--- config.mk ---
export PLATFORM = sky130hd
export DESIGN_NAME = dispatch_ctrl
export DESIGN_NICKNAME = d
export VERILOG_FILES = /design/src/rtl/dispatch_ctrl_pkg.sv /design/src/rtl/dispatch_ctrl_latch.sv /design/src/rtl/dispatch_ctrl.sv
export SDC_FILE = /design/constraint.sdc
export NUM_CORES = 1
export LEC_CHECK = 0
export ABC_CLOCK_PERIOD_IN_PS = 3000
export BUFFER_PORTS_ARGS = -buffer_cell sky130_fd_sc_hd__buf_2
export CAP_MARGIN = 20
export CORE_MARGIN = 2
export CORE_UTILIZATION = 49
export DETAILED_ROUTE_END_ITERATION = 10
export PLACE_DENSITY = 0.77
export SLEW_MARGIN = 20
export SYNTH_ARGS = -nofsm -noshare
export SYNTH_HDL_FRONTEND = slang
export SYNTH_SLANG_ARGS = --single-unit
--- constraint.sdc ---
create_clock -name clk -period 3 [get_ports clk]
set_input_delay 0.6 -clock clk [delete_from_list [all_inputs] [get_ports clk]]
set_output_delay 0.6 -clock clk [all_outputs]
set_load 0.02 [all_outputs]
--- src/rtl/dispatch_ctrl_pkg.sv ---
// Shared types for the decode/rename dispatch controller: functional-unit
// encoding, FSM states and the one-hot reservation-station select helper.
package dispatch_ctrl_pkg;

  localparam int NUM_FU = 5;

  typedef enum logic [2:0] {
    to_alu = 3'd0,
    to_mul = 3'd1,
    to_div = 3'd2,
    to_mem = 3'd3,
    to_br  = 3'd4
  } funct_unit_t;

  typedef enum logic {
    RUN  = 1'b0,
    HOLD = 1'b1
  } dispatch_state_t;

  // Encodings at or above NUM_FU map to no station at all.
  function automatic logic [NUM_FU-1:0] fu_onehot(input funct_unit_t unit);
    logic [NUM_FU-1:0] oh;
    oh = '0;
    for (int i = 0; i < NUM_FU; i++) begin
      if (unit == funct_unit_t'(i)) oh[i] = 1'b1;
    end
    return oh;
  endfunction

endpackage

--- src/rtl/dispatch_ctrl_latch.sv ---
// One-entry dispatch latch: remembers which reservation station the held
// packet targets and pushes it there once that station can accept it.
module dispatch_latch
  import dispatch_ctrl_pkg::*;
(
  input  logic              clk,
  input  logic              rst_n,
  input  logic              flush,
  input  logic              load,
  input  funct_unit_t       load_unit,
  input  logic [NUM_FU-1:0] rs_ready,
  output logic              latch_v,
  output funct_unit_t       latch_unit,
  output logic              drain,
  output logic [NUM_FU-1:0] rs_push
);

  logic        latch_v_q, latch_v_d;
  funct_unit_t latch_unit_q, latch_unit_d;
  logic [NUM_FU-1:0] sel_oh;

  assign sel_oh  = fu_onehot(latch_unit_q);
  assign drain   = latch_v_q & (|(sel_oh & rs_ready));
  // A flush squashes the held packet before it can reach a station.
  assign rs_push = (drain && !flush) ? sel_oh : '0;

  always_comb begin
    latch_v_d    = latch_v_q;
    latch_unit_d = latch_unit_q;
    if (flush) begin
      latch_v_d = 1'b0;
    end else if (load) begin
      latch_v_d    = 1'b1;
      latch_unit_d = load_unit;
    end else if (drain) begin
      latch_v_d = 1'b0;
    end
  end

  always_ff @(posedge clk or negedge rst_n) begin
    if (!rst_n) begin
      latch_v_q    <= 1'b0;
      latch_unit_q <= to_alu;
    end else begin
      latch_v_q    <= latch_v_d;
      latch_unit_q <= latch_unit_d;
    end
  end

  assign latch_v    = latch_v_q;
  assign latch_unit = latch_unit_q;

endmodule

--- src/rtl/dispatch_ctrl.sv ---
// Decode/rename dispatch sequencer: pops the IQ, gates ROB/RAT writes,
// assigns program order and recovers from flushes.
//   state | meaning
//   RUN   | normal dispatch, one packet per cycle when nothing backpressures
//   HOLD  | post-flush wait while ROB/RAT restore; no dispatch
module dispatch_ctrl
  import dispatch_ctrl_pkg::*;
#(
  parameter int FLUSH_HOLD  = 2,
  parameter int STALL_CNT_W = 32
) (
  input  logic                   clk,
  input  logic                   rst_n,
  input  logic                   flush,
  input  logic [63:0]            flush_order,
  input  logic                   iq_empty,
  input  logic                   dec_valid,
  input  logic [2:0]             dec_unit,
  input  logic [4:0]             dec_rd,
  input  logic                   rob_full,
  input  logic [NUM_FU-1:0]      rs_ready,
  output logic                   iq_pop,
  output logic                   rob_alloc_en,
  output logic                   rat_we,
  output logic                   latch_ld,
  output logic [NUM_FU-1:0]      rs_push,
  output logic [63:0]            order,
  output logic                   busy,
  output logic [STALL_CNT_W-1:0] stall_cnt
);

  localparam int HOLD_W = (FLUSH_HOLD > 1) ? $clog2(FLUSH_HOLD) : 1;

  dispatch_state_t          state_q, state_d;
  logic [HOLD_W-1:0]        hold_cnt_q, hold_cnt_d;
  logic [63:0]              order_q, order_d;
  logic [STALL_CNT_W-1:0]   stall_cnt_q, stall_cnt_d;

  logic        latch_v;
  funct_unit_t latch_unit;
  logic        drain;
  logic        want;
  logic        fire;

  dispatch_latch u_latch (
    .clk        (clk),
    .rst_n      (rst_n),
    .flush      (flush),
    .load       (fire),
    .load_unit  (funct_unit_t'(dec_unit)),
    .rs_ready   (rs_ready),
    .latch_v    (latch_v),
    .latch_unit (latch_unit),
    .drain      (drain),
    .rs_push    (rs_push)
  );

  assign want = (state_q == RUN) & !flush & !iq_empty & dec_valid;
  // rst_n keeps every strobe low while reset is asserted, even mid-cycle.
  assign fire = rst_n & want & !rob_full & (!latch_v | drain);

  always_comb begin
    state_d     = state_q;
    hold_cnt_d  = hold_cnt_q;
    order_d     = order_q;
    stall_cnt_d = stall_cnt_q;

    case (state_q)
      RUN: ;
      HOLD: begin
        if (hold_cnt_q == '0) state_d = RUN;
        else                  hold_cnt_d = hold_cnt_q - 1'b1;
      end
      default: state_d = RUN;
    endcase

    if (flush) begin
      state_d    = HOLD;
      hold_cnt_d = HOLD_W'(FLUSH_HOLD - 1);
      order_d    = flush_order + 64'd1;
    end else if (fire) begin
      order_d = order_q + 64'd1;
    end

    if (want && !fire && !(&stall_cnt_q)) stall_cnt_d = stall_cnt_q + 1'b1;
  end

  always_ff @(posedge clk or negedge rst_n) begin
    if (!rst_n) begin
      state_q     <= RUN;
      hold_cnt_q  <= '0;
      order_q     <= '0;
      stall_cnt_q <= '0;
    end else begin
      state_q     <= state_d;
      hold_cnt_q  <= hold_cnt_d;
      order_q     <= order_d;
      stall_cnt_q <= stall_cnt_d;
    end
  end

  assign iq_pop       = fire;
  assign rob_alloc_en = fire;
  assign latch_ld     = fire;
  assign rat_we       = fire & (dec_rd != 5'd0);
  assign order        = order_q;
  assign busy         = latch_v | (state_q == HOLD);
  assign stall_cnt    = stall_cnt_q;

  a_unit_legal: assert property (@(posedge clk) disable iff (!rst_n)
    fire |-> (dec_unit < 3'(NUM_FU)))
    else $error("dispatch_ctrl: illegal dec_unit %0d dispatched", dec_unit);

endmodule
Yosys cells after proc, flatten, opt, wreduce, memory -nomap -nowiden
Index checks and enable logic that the tools add are counted.
{ "totals": {"word_cells": 61, "input_bits": 83, "reg_bits": 102, "output_inout_bits": 106} }
{ "op_classes": {"bitwise": 13, "n_eq_ne": 4, "mux": 17, "addsub": 4, "reduce_logical": 17} }
{ "op_table": {"columns": ["op", "count"], "rows": [
  ["$add A64 B1 Y64 const B", 2],
  ["$mux W64", 2],
  ["$add A32 B1 Y32 const B", 1],
  ["$reduce_and A32 Y1", 1],
  ["$mux W1", 14],
  ["$and A1 B1 Y1", 8],
  ["$eq A3 B2 Y1 const B", 2],
  ["$logic_not A1 Y1", 6],
  ["$and A5 B5 Y5", 1],
  ["$mux W5", 1],
  ["$reduce_bool A5 Y1", 1],
  ["$reduce_or A5 Y1", 1],
  ["$reduce_bool A2 Y1", 2],
  ["$eq A3 B1 Y1 const B", 1],
  ["$eq A3 B3 Y1 const B", 1],
  ["$logic_and A1 B1 Y1", 3],
  ["$logic_not A3 Y1", 1],
  ["$reduce_bool A3 Y1", 1],
  ["$not A1 Y1", 2],
  ["$or A1 B1 Y1", 2],
  ["$reduce_and A2 Y1", 1],
  ["$sub A1 B1 Y1 const B", 1]
]} }

Logic depth before layout (Yosys ltp)
Gate-level depths: netlist of the first run.
{ "depth": {"word_depth": 10, "depth_mapped": 17, "mapped_depth_nobuf": 8} }

Modules after synthesis
From an unflattened synthesis of the first run, not the netlist that was laid out.
{ "unflattened": {"cells_unflattened": 829, "area_unflattened_um2": 7443.4} }
{ "modules_own_cells": {"columns": ["module", "area_each_um2", "seq_area_each_um2", "instances", "cells_each"], "rows": [
  ["dispatch_ctrl", 7113.1, 2452.4, 1, 799],
  ["dispatch_latch", 330.3, 100.1, 1, 30]
]} }

Worst setup path after synthesis of the first run
OpenSTA, ideal clock, no wires.
{ "synth_timing": {"kind": "input -> register", "startpoint": "input flush", "endpoint": "register order_q[40], in the netlist order[40]", "cell_stages": 17, "n_path_buf": 9, "setup_time_ps": 146, "arrival_ps": 4048, "required_time_ps": 2854, "setup_slack_ps": -1195, "cell_sequence": "buf_4 -> buf_6 -> buf_6 -> buf_2 -> buf_2 -> buf_2 -> buf_2 -> buf_2 -> mux2_2 -> ha_1 -> a21boi_1 -> nand4_2 -> or4b_1 -> buf_2 -> nor4_1 -> xnor2_1 -> mux2i_1"} }
{ "synth_via": {"elab_chain_cells": 8, "word_cells_on_any_way": 9, "cone_classes": "1 x mux; 6 x bitwise; 2 x reduce/logical"} }
{ "synth_rtl": {"columns": ["element", "line_no", "text"], "rows": [
  ["start, declared", "dispatch_ctrl.sv:14", "input logic flush,"],
  ["$logic_not A1 Y1", "dispatch_ctrl.sv:58", "assign want = (state_q == RUN) & !flush & !iq_empty & dec_valid;"],
  ["$and A1 B1 Y1 (3 in a row)", "dispatch_ctrl.sv:58", null],
  ["$and A1 B1 Y1 (3 in a row)", "dispatch_ctrl.sv:60", "assign fire = rst_n & want & !rob_full & (!latch_v | drain);"],
  ["$reduce_bool A2 Y1 (no source line)", null, null],
  ["end signal, assigned", "dispatch_ctrl.sv:97", "order_q <= order_d;"],
  ["end, declared", "dispatch_ctrl.sv:36", "logic [63:0] order_q, order_d;"]
]} }
Parallel ways exist; a longest one is shown, timed or not.
A chain may end at the register's enable or synchronous reset.

Final worst setup path of the first run
{ "layout_timing": {"startpoint": "register u_latch.latch_unit_q[0], in the netlist u_latch.latch_unit[0]", "endpoint": "output latch_ld"} }
{ "layout_via": {"elab_chain_cells": 7, "word_cells_on_any_way": 15, "cone_classes": "4 x eq/ne; 5 x mux; 4 x bitwise; 2 x reduce/logical"} }
{ "layout_rtl": {"columns": ["element", "line_no", "text"], "rows": [
  ["start, declared", "dispatch_ctrl_latch.sv:19", "funct_unit_t latch_unit_q, latch_unit_d;"],
  ["start signal, assigned", "dispatch_ctrl_latch.sv:43", "latch_unit_q <= to_alu;"],
  ["start signal, assigned", "dispatch_ctrl_latch.sv:46", "latch_unit_q <= latch_unit_d;"],
  ["$eq A3 B1 Y1, or another cell as far along", "dispatch_ctrl_pkg.sv:25", "if (unit == funct_unit_t'(i)) oh[i] = 1'b1;"],
  ["$mux W1", "dispatch_ctrl_pkg.sv:25", null],
  ["$and A5 B5 Y5 (*)", "dispatch_ctrl_latch.sv:23", "assign drain = latch_v_q & (|(sel_oh & rs_ready));"],
  ["$reduce_or A5 Y1 (*)", "dispatch_ctrl_latch.sv:23", null],
  ["$and A1 B1 Y1 (*)", "dispatch_ctrl_latch.sv:23", null],
  ["$or A1 B1 Y1 (*)", "dispatch_ctrl.sv:60", null],
  ["$and A1 B1 Y1 (*)", "dispatch_ctrl.sv:60", null],
  ["end, declared", "dispatch_ctrl.sv:25", "output logic latch_ld,"]
]} }
Every way passes the cells marked *; elsewhere a longest branch is shown, timed or not.

==> results.md, run 1 <==
* Run status: completed
* Number of core rows at between 40 and 50
* Count of nets after finishing at 1163
* Leakage power summed over all cells at between 4 and 5 nW
* Post-synthesis register bit count at approximately 100
* CP required at between 2 and 2.5 ns
* Global-route usage over all layers at around 28%
* Post-detailed-routing wire length at about 23000 µm
* Routed vias at 7517
* Category of the critical setup timing path: reg2out
* Area added between synthesis and finish at 25.4%
* Peak per-stage delay on the critical path at around 0.36 ns
* Switching part of the total power at approximately a third
* Pin count of the biggest net entering global routing at 55
* CTS Buf Count at 9
* Hold violation count in the final report at 0
* Residual antenna-violating net count after detailed routing at 0
* Share of synthesized registers carrying an async set or reset at 100%
* Summed negative setup slack over all endpoints at 0 ns
* Crit path DAT at 2.20 ns
* Cells after synthesis at 858
* Type of element launching the critical path: flip-flop
* Setup repair after global routing missed its margin: false
* Number of antenna violations at the first check in global routing at 0
* Number of distinct standard cells referenced by the synthesized netlist at 61
* Wire length of the first global-routing pass at between 30000 and 40000 µm
* IR drop worst, VDD at ~370 µV
* Clock root cell: sky130_fd_sc_hd__clkbuf_16
* Horizontal extent of the die at between 100 and 150 µm
* Cell area after synthesis at approximately 0.0075 mm²
* Switching power summed over all nets at 0.00129 W
* First-pass iteration count of the detailed router at 8
* Worst Path Buf+Inv at 2
* F_max at approximately 0.36 GHz
* Worst Tran Pin Value at just under 0.9 ns
* Drt wl/cell at roughly 18 µm
* Worst slack at placement at between 0.01 and 0.015 ns
* Routability-driven placement congestion ratio at around 0.9
* Share of cells above drive strength 1 at about 28%
* Final period utilization at between 90% and 100%
* Post-route clock skew at around 0.0068 ns
* Initial cell density of the core at about 50%
* Crit path max-delay cell type: sky130_fd_sc_hd__dfrtp_1
* Setup violation total in the final timing report at 0
* Global route overflow at 0
* CTS sink count at approximately 100
* Primary FF master, synth: sky130_fd_sc_hd__dfrtp_1
* Core ar. at ~0.015 mm²
* Portion of total power attributed to sequential cells at a little over two fifths
* Post-synth net total at between 900 and 1000
* Min-delay worst type: in2async
* Count of pins over their slew limit at 0
* Cell chain of the critical path: mux2_2, a22o_1, a211o_1, nand2b_1, inv_2, buf_2
* Max capacitance violation total at 0
* Port-buffer cells at about 190
* Final critical delay including setup and external delays at 2.80 ns
* Number of hold-repair buffers added at the cts stage at 0
* DRC errors left at 0
* Cell Pwr Density at between 400 and 500 mW/mm²
* Placed wire-length estimate after detailed placement at ~17000 µm
* TritonCTS clock tree: built
* PnR worst setup slack at 0.201 ns
* Number of inserted filler cells in the final layout at 1352
* Via count of the first global-routing pass at slightly above 7000
* Clock latency on the worst-skew pair at roughly 0.36 ns
* Die area at ~0.016 mm²
* Count of yosys warnings during synthesis at 0
* Gate power share at 24.2%
* Post-Layout Inst Area at ~0.0094 mm²
* Number of flops mapped to enable cells by yosys at 0
* DRC violation total after the first TritonRoute iteration at between 600 and 700
* Clock Pin Slew Worst Setup and Hold Paths at 0.07 ns
* Kind of end point of the critical path: output port
* Worst slew margin relative to its limit at 40.0%
* Dpl cell area at around 0.009 mm²
* Share of total power in the clock network at about a third
* Share of synthesized area occupied by flip-flops and latches at 33.9%
* H-tree depth at 3
* Per-cell via count in the routed design at around 5.9
* Number of top-level pins at roughly 190
* Top Family by Delay on Critical Path: compound AO/OA/AOI/OAI gates
* Die extent in y at about 130 µm
* Clk buf depth at 2
* Critical path fanouts, max at 14
* Internal Dissipation at roughly 0.0026 W
* Post-synthesis average cell area at around 8.8 µm²
==> registers in the layout (all words and copies together) (netlist names) <==
register	cells
state_q	1
u_latch.latch_unit	3
order	64
stall_cnt	32
u_latch.latch_v	1
hold_cnt_q	1
==> power groups by stage <==
stage	Combinational [W]	Sequential [W]	Clock, W
floorplan	0.000430	0.00182	0
global placement	0.000924	0.00170	0
CTS	0.000947	0.00168	0.00129
global route	0.00103	0.00171	0.00135
detailed placement	0.000943	0.00171	0
finish	0.000947	0.00169	0.00128
==> Yosys cell counts, types with 2 or more instances <==
cell type | instances | share of area, %
sky130_fd_sc_hd__a21oi_1 | 22 | 1.5
sky130_fd_sc_hd__nand3_1 | 86 | 5.7
sky130_fd_sc_hd__nor4_1 | 4 | 0.33
sky130_fd_sc_hd__mux2i_1 | 56 | 7.4
sky130_fd_sc_hd__nor4_2 | 2 | 0.33
sky130_fd_sc_hd__a22oi_1 | 13 | 1.3
sky130_fd_sc_hd__ha_1 | 2 | 0.33
sky130_fd_sc_hd__xnor2_1 | 60 | 7.0
sky130_fd_sc_hd__nand4b_1 | 7 | 0.81
sky130_fd_sc_hd__buf_6 | 2 | 0.30
sky130_fd_sc_hd__o22ai_1 | 2 | 0.17
sky130_fd_sc_hd__buf_2 | 12 | 0.80
sky130_fd_sc_hd__nor4b_1 | 3 | 0.35
sky130_fd_sc_hd__nor3b_1 | 3 | 0.30
sky130_fd_sc_hd__dfrtp_1 | 102 | 34
sky130_fd_sc_hd__or3_1 | 4 | 0.33
sky130_fd_sc_hd__nand3b_1 | 29 | 2.9
sky130_fd_sc_hd__nand2_1 | 112 | 5.6
sky130_fd_sc_hd__inv_1 | 10 | 0.50
sky130_fd_sc_hd__clkbuf_1 | 17 | 0.85
sky130_fd_sc_hd__and3_1 | 15 | 1.2
sky130_fd_sc_hd__buf_4 | 3 | 0.30
sky130_fd_sc_hd__nor3_2 | 2 | 0.27
sky130_fd_sc_hd__a21o_1 | 2 | 0.20
sky130_fd_sc_hd__nand4_1 | 35 | 2.9
sky130_fd_sc_hd__a31oi_1 | 4 | 0.33
sky130_fd_sc_hd__xor2_1 | 88 | 10
sky130_fd_sc_hd__buf_1 | 4 | 0.20
sky130_fd_sc_hd__nand4_2 | 3 | 0.50
sky130_fd_sc_hd__nor3_1 | 28 | 1.9
sky130_fd_sc_hd__and4_1 | 6 | 0.70
sky130_fd_sc_hd__a222oi_1 | 3 | 0.40
sky130_fd_sc_hd__nor2_1 | 42 | 2.1
sky130_fd_sc_hd__o21ai_0 | 23 | 1.5
sky130_fd_sc_hd__nor2b_1 | 3 | 0.25
sky130_fd_sc_hd__a22o_1 | 2 | 0.23
sky130_fd_sc_hd__mux2_2 | 11 | 1.6
sky130_fd_sc_hd__o2111ai_1 | 2 | 0.23
sky130_fd_sc_hd__and2_1 | 12 | 1.0
==> placed cells by master, fill, tap and decap left out, types with 35 or more instances in the layout <==
cell / count
sky130_fd_sc_hd__nor2_1: 42
sky130_fd_sc_hd__xnor2_1: 60
sky130_fd_sc_hd__nand3_1: 86
sky130_fd_sc_hd__mux2i_1: 56
sky130_fd_sc_hd__nand2_1: 112
sky130_fd_sc_hd__buf_2: 186
sky130_fd_sc_hd__dfrtp_1: 102
sky130_fd_sc_hd__buf_4: 56
sky130_fd_sc_hd__xor2_1: 88
sky130_fd_sc_hd__nand4_1: 35
==> final cells by class <==
class                      instances  area [µm²]  area share [%]
multi-input combinational        707        4860            51.5
sequential                       102        2550            27.0
timing repair buffer             247        1440            15.3
tap                              188         235            2.49
clock buffer                       9         225            2.38
clock inverter                     6        86.3           0.914
inverter                          11        41.3           0.437
antenna                            1        2.50          0.0265
==> path summary, 6_finish.rpt <==
path / startpoint / to / slack [ns] / cells past startpoint
max: u_latch.latch_unit[0] / latch_ld / 0.20 / 6
min: rst_n / order[38] / 0.41 / 2
max reg2reg: stall_cnt[8] / stall_cnt[22] / 0.22 / 7
min reg2reg: hold_cnt_q / state_q / 0.48 / 2
max in group asynchronous: rst_n / order[24] / 1.40 / 3
min in group clk: dec_unit[1] / u_latch.latch_unit[1] / 0.44 / 3
==> timing repair <==
| action | 4_1_cts | 5_1_grt |
|---|---|---|
| endpoints found under the setup margin | 0 | 3 |
| resized for setup | 0 | 1 |
| setup buffers | 0 | 0 |
==> metal layers <==
layer / up-vias / track usage, % / share of wire (%) / wire length (µm)
met1: 3676 / 35.2 / 43 / 9830
met3: 43 / 6.34 / 7.0 / 1600
met2: 284 / 47.8 / 48 / 11000
met5: - / 0 / 0 / 0
li1: 3514 / - / - / -
met4: 0 / 8.34 / 2.1 / 488
==> kinds of logic after synthesis <==
kind of cell	Yosys count	synth area share, %
mux	67	9.09
buf+inv	49	2.99
simple gates	405	29.2
fa+ha+maj	2	0.332
flops	102	33.9
compound gates	85	7.26
xor+xnor	148	17.2
==> per-stage QoR <==
stage,hold WS [ns],utilization [%],power (W),instances
floorplan,0.304,-,0.00225,858
global placement,0.454,60.5,0.00263,1255
detailed placement,0.466,60.5,0.00265,1255
CTS,0.427,62.5,0.00392,1270
global route,0.451,62.6,0.00408,1270
finish,0.414,62.6,0.00391,1271
(Power assumes the default switching activity.)
==> run 2: changes to the inputs <==
--- a/config.mk
+++ b/config.mk
@@ -5,13 +5,16 @@
 export SDC_FILE = /design/constraint.sdc
 export NUM_CORES = 1
 export LEC_CHECK = 0
+export ABC_AREA = 1
 export ABC_CLOCK_PERIOD_IN_PS = 3000
 export BUFFER_PORTS_ARGS = -buffer_cell sky130_fd_sc_hd__buf_2
 export CAP_MARGIN = 20
+export CELL_PAD_IN_SITES_DETAIL_PLACEMENT = 1
+export CELL_PAD_IN_SITES_GLOBAL_PLACEMENT = 2
 export CORE_MARGIN = 2
-export CORE_UTILIZATION = 49
+export CORE_UTILIZATION = 26
 export DETAILED_ROUTE_END_ITERATION = 10
-export PLACE_DENSITY = 0.77
+export PLACE_DENSITY_LB_ADDON = 0.1
 export SLEW_MARGIN = 20
 export SYNTH_ARGS = -nofsm -noshare
 export SYNTH_HDL_FRONTEND = slang
==> results.md, run 2 <==
* Run status: completed
* Die area at around 0.034 mm²
* Number of core rows at 66
* Switching part of the total power at roughly two fifths
* Share of total power in the clock network at just over 30%
* Routability-driven placement congestion ratio at 0.876
* Hold violation count in the final report at 0
* H-tree depth at 3
* Per-cell via count in the routed design at approximately 4.5
* Number of hold-repair buffers added at the cts stage at 0
* Final period utilization at approximately 88%
* Ranking of synthesized cells by instance count: sky130_fd_sc_hd__nand2_1, sky130_fd_sc_hd__inv_1, sky130_fd_sc_hd__nor2_1, sky130_fd_sc_hd__dfrtp_1, sky130_fd_sc_hd__o21ai_0
* Number of inserted filler cells in the final layout at roughly 4400
* Count of nets after finishing at about 1700
* Post-synthesis average cell area at approximately 5.9 µm²
* CTS sink count at a little over 100
* Port-buffer cells at 188
* Ranking of synthesized cells by area: sky130_fd_sc_hd__dfrtp_1, sky130_fd_sc_hd__nand2_1, sky130_fd_sc_hd__inv_1
* Leakage power summed over all cells at 5.15 nW
* Count of instances resized after the clock tree is built at 0
* Most used standard cell by instance count after synthesis: sky130_fd_sc_hd__nand2_1
* Initial cell density of the core at around a quarter
* Portion of total power attributed to sequential cells at roughly two fifths
* TritonCTS clock tree: built
* Cells after synthesis at roughly 1400
* Cell Pwr Density at approximately 410 mW/mm²
* Via count of the first global-routing pass at approximately 9500
* CTS Buf Count at 9
* Count of yosys warnings during synthesis at 0
* Final critical delay including setup and external delays at between 2 and 3 ns
* Switching power summed over all nets at 0.00161 W
* Pin count of the biggest net entering global routing at 90
* Clk buf depth at 2
* Total power at 0.00415 W
* Max capacitance violation total at 0
* Critical path fanouts, max at 32
* Worst slew margin relative to its limit at approximately 43%
* Share of cells above drive strength 1 at 17.7%
* Setup violation total in the final timing report at 0
* Min-delay worst type: in2async
* Post-detailed-routing wire length at 35100 µm
* F_max at between 0.3 and 0.4 GHz
* Flip-flop count of the largest register after layout at 64
* Clock root cell: sky130_fd_sc_hd__clkbuf_16
* Routed vias at between 9000 and 10000
* Cell area after synthesis at about 0.0085 mm²
* Category of the critical setup timing path: in2out
* First-pass iteration count of the detailed router at 4
* Residual antenna-violating net count after detailed routing at 0
* DRC errors left at 0
* Share of synthesized registers carrying an async set or reset at between 90% and 100%
* Share of synthesized area occupied by flip-flops and latches at around 30%
* Drt wl/cell at between 15 and 20 µm
* Horizontal extent of the die at about 190 µm
* Primary FF master, synth: sky130_fd_sc_hd__dfrtp_1
* Post-synthesis register bit count at ~100
* IR drop worst, VDD at around 250 µV
* Setup Buffers After CTS at 0
* Post-route clock skew at roughly 0.015 ns
* CP required at between 2 and 2.5 ns
* Global route overflow at 0
* DRC violation total after the first TritonRoute iteration at 440
* Die extent in y at between 150 and 200 µm
* Clock Pin Slew Worst Setup and Hold Paths at ~0.08 ns
* Kind of end point of the critical path: output port
* Cell type with the largest total area after synthesis: sky130_fd_sc_hd__dfrtp_1
* Post-synth net total at about 1500
* Number of distinct standard cells referenced by the synthesized netlist at 33
* Number of antenna violations at the first check in global routing at 0
* Worst Tran Pin Value at approximately 0.86 ns
* Type of element launching the critical path: input pin
* Gate power share at approximately 30%
* Wire length of the first global-routing pass at between 50000 and 60000 µm
* Most common cell after layout, fill and taps aside: sky130_fd_sc_hd__nand2_1
* Area added between synthesis and finish at 19.7%
* Highest-count cells in the layout ignoring fill and taps: sky130_fd_sc_hd__nand2_1, sky130_fd_sc_hd__inv_1, sky130_fd_sc_hd__buf_2
* Count of pins over their slew limit at 0
* Area fraction of the dominant cell type after synthesis at around 30%
* Number of flops mapped to enable cells by yosys at 0
* Number of top-level pins at about 190
* Global-route usage over all layers at 20.9%
* Summed negative setup slack over all endpoints at 0 ns
* Placed wire-length estimate after detailed placement at about 28000 µm
* Setup repair after global routing missed its margin: false
* Internal Dissipation at ~0.0025 W
* Crit path DAT at just over 2 ns
* Clock latency on the worst-skew pair at around 0.37 ns
* Core ar. at about 0.032 mm²
[run 2: final timing paths]
path / start / endpoint / slack [ns] / depth (start not counted)
min in group clk: dec_unit[2] / u_latch.latch_unit[2] / 0.45 / 3
worst max register to register: stall_cnt[4] / stall_cnt[7] / 0.69 / 9
worst max-delay path: flush / iq_pop / 0.35 / 8
worst min-delay path: rst_n / stall_cnt[6] / 0.42 / 2
max in group asynchronous: rst_n / order[57] / 1.25 / 3
worst min register to register: state_q / hold_cnt_q / 0.50 / 1
[run 2: layout make-up]
class / count / area (µm²) / share of cell area (%)
flip-flops and latches: 102 / 2550 / 24.9
multi-input cells: 1086 / 4880 / 47.7
clock inverters: 5 / 57.6 / 0.562
repair buffers: 208 / 1130 / 11.1
inverters: 218 / 818 / 8.00
clock buffers: 11 / 233 / 2.27
well taps: 442 / 553 / 5.40
diodes: 1 / 2.50 / 0.0245
[run 2: critical path, cell delays in order]
cell and delay, ns:
sky130_fd_sc_hd__buf_4 0.15, sky130_fd_sc_hd__buf_4 0.24, sky130_fd_sc_hd__nor2_1 0.15, sky130_fd_sc_hd__nand2_1 0.08
sky130_fd_sc_hd__nor3_1 0.18, sky130_fd_sc_hd__nand2_2 0.20, sky130_fd_sc_hd__inv_1 0.22, sky130_fd_sc_hd__buf_2 0.21
[run 2: logic make-up (layout without fill, tap and decap cells)]
logic type	after synthesis	after routing	share of synthesized area (%)
adder cells (fa/ha/maj)	2	2	0.293
XOR/XNOR	35	35	3.59
other	0	1	0
AO/OA/AOI/OAI	122	122	7.31
AND/OR/NAND/NOR	927	927	45.9
buffers and inverters	257	442	13.0
flip-flops	102	102	29.9
[run 2: power by group through the flow]
stage / clock network (W) / logic, W / registers, W
floorplan: 0 / 0.000636 / 0.00180
global placement: 0 / 0.00125 / 0.00167
detailed placement: 0 / 0.00125 / 0.00167
CTS: 0.00132 / 0.00126 / 0.00164
global route: 0.00137 / 0.00141 / 0.00166
finish: 0.00127 / 0.00124 / 0.00164
[run 2: metrics by stage]
stage | instance area [µm²] | util [%] | cells | hold slack (ns) | worst slack, ns
CTS | 10200 | 31.5 | 2072 | 0.422 | 0.298
detailed placement | 9940 | 30.6 | 2056 | 0.490 | 0.252
floorplan | 8550 | - | 1445 | 0.304 | 0.597
finish | 10200 | 31.5 | 2073 | 0.419 | 0.347
global placement | 9940 | 30.6 | 2056 | 0.477 | 0.240
global route | 10200 | 31.5 | 2072 | 0.450 | 0.133
[run 2: layer usage]
layer	wire length [µm]	share of wire, %	vias up	track usage (%)
li1	-	-	4769	-
met1	17400	50	4336	29.2
met2	16000	46	180	34.5
met3	1230	3.5	26	2.16
met4	465	1.3	0	4.57
met5	0	0	-	0
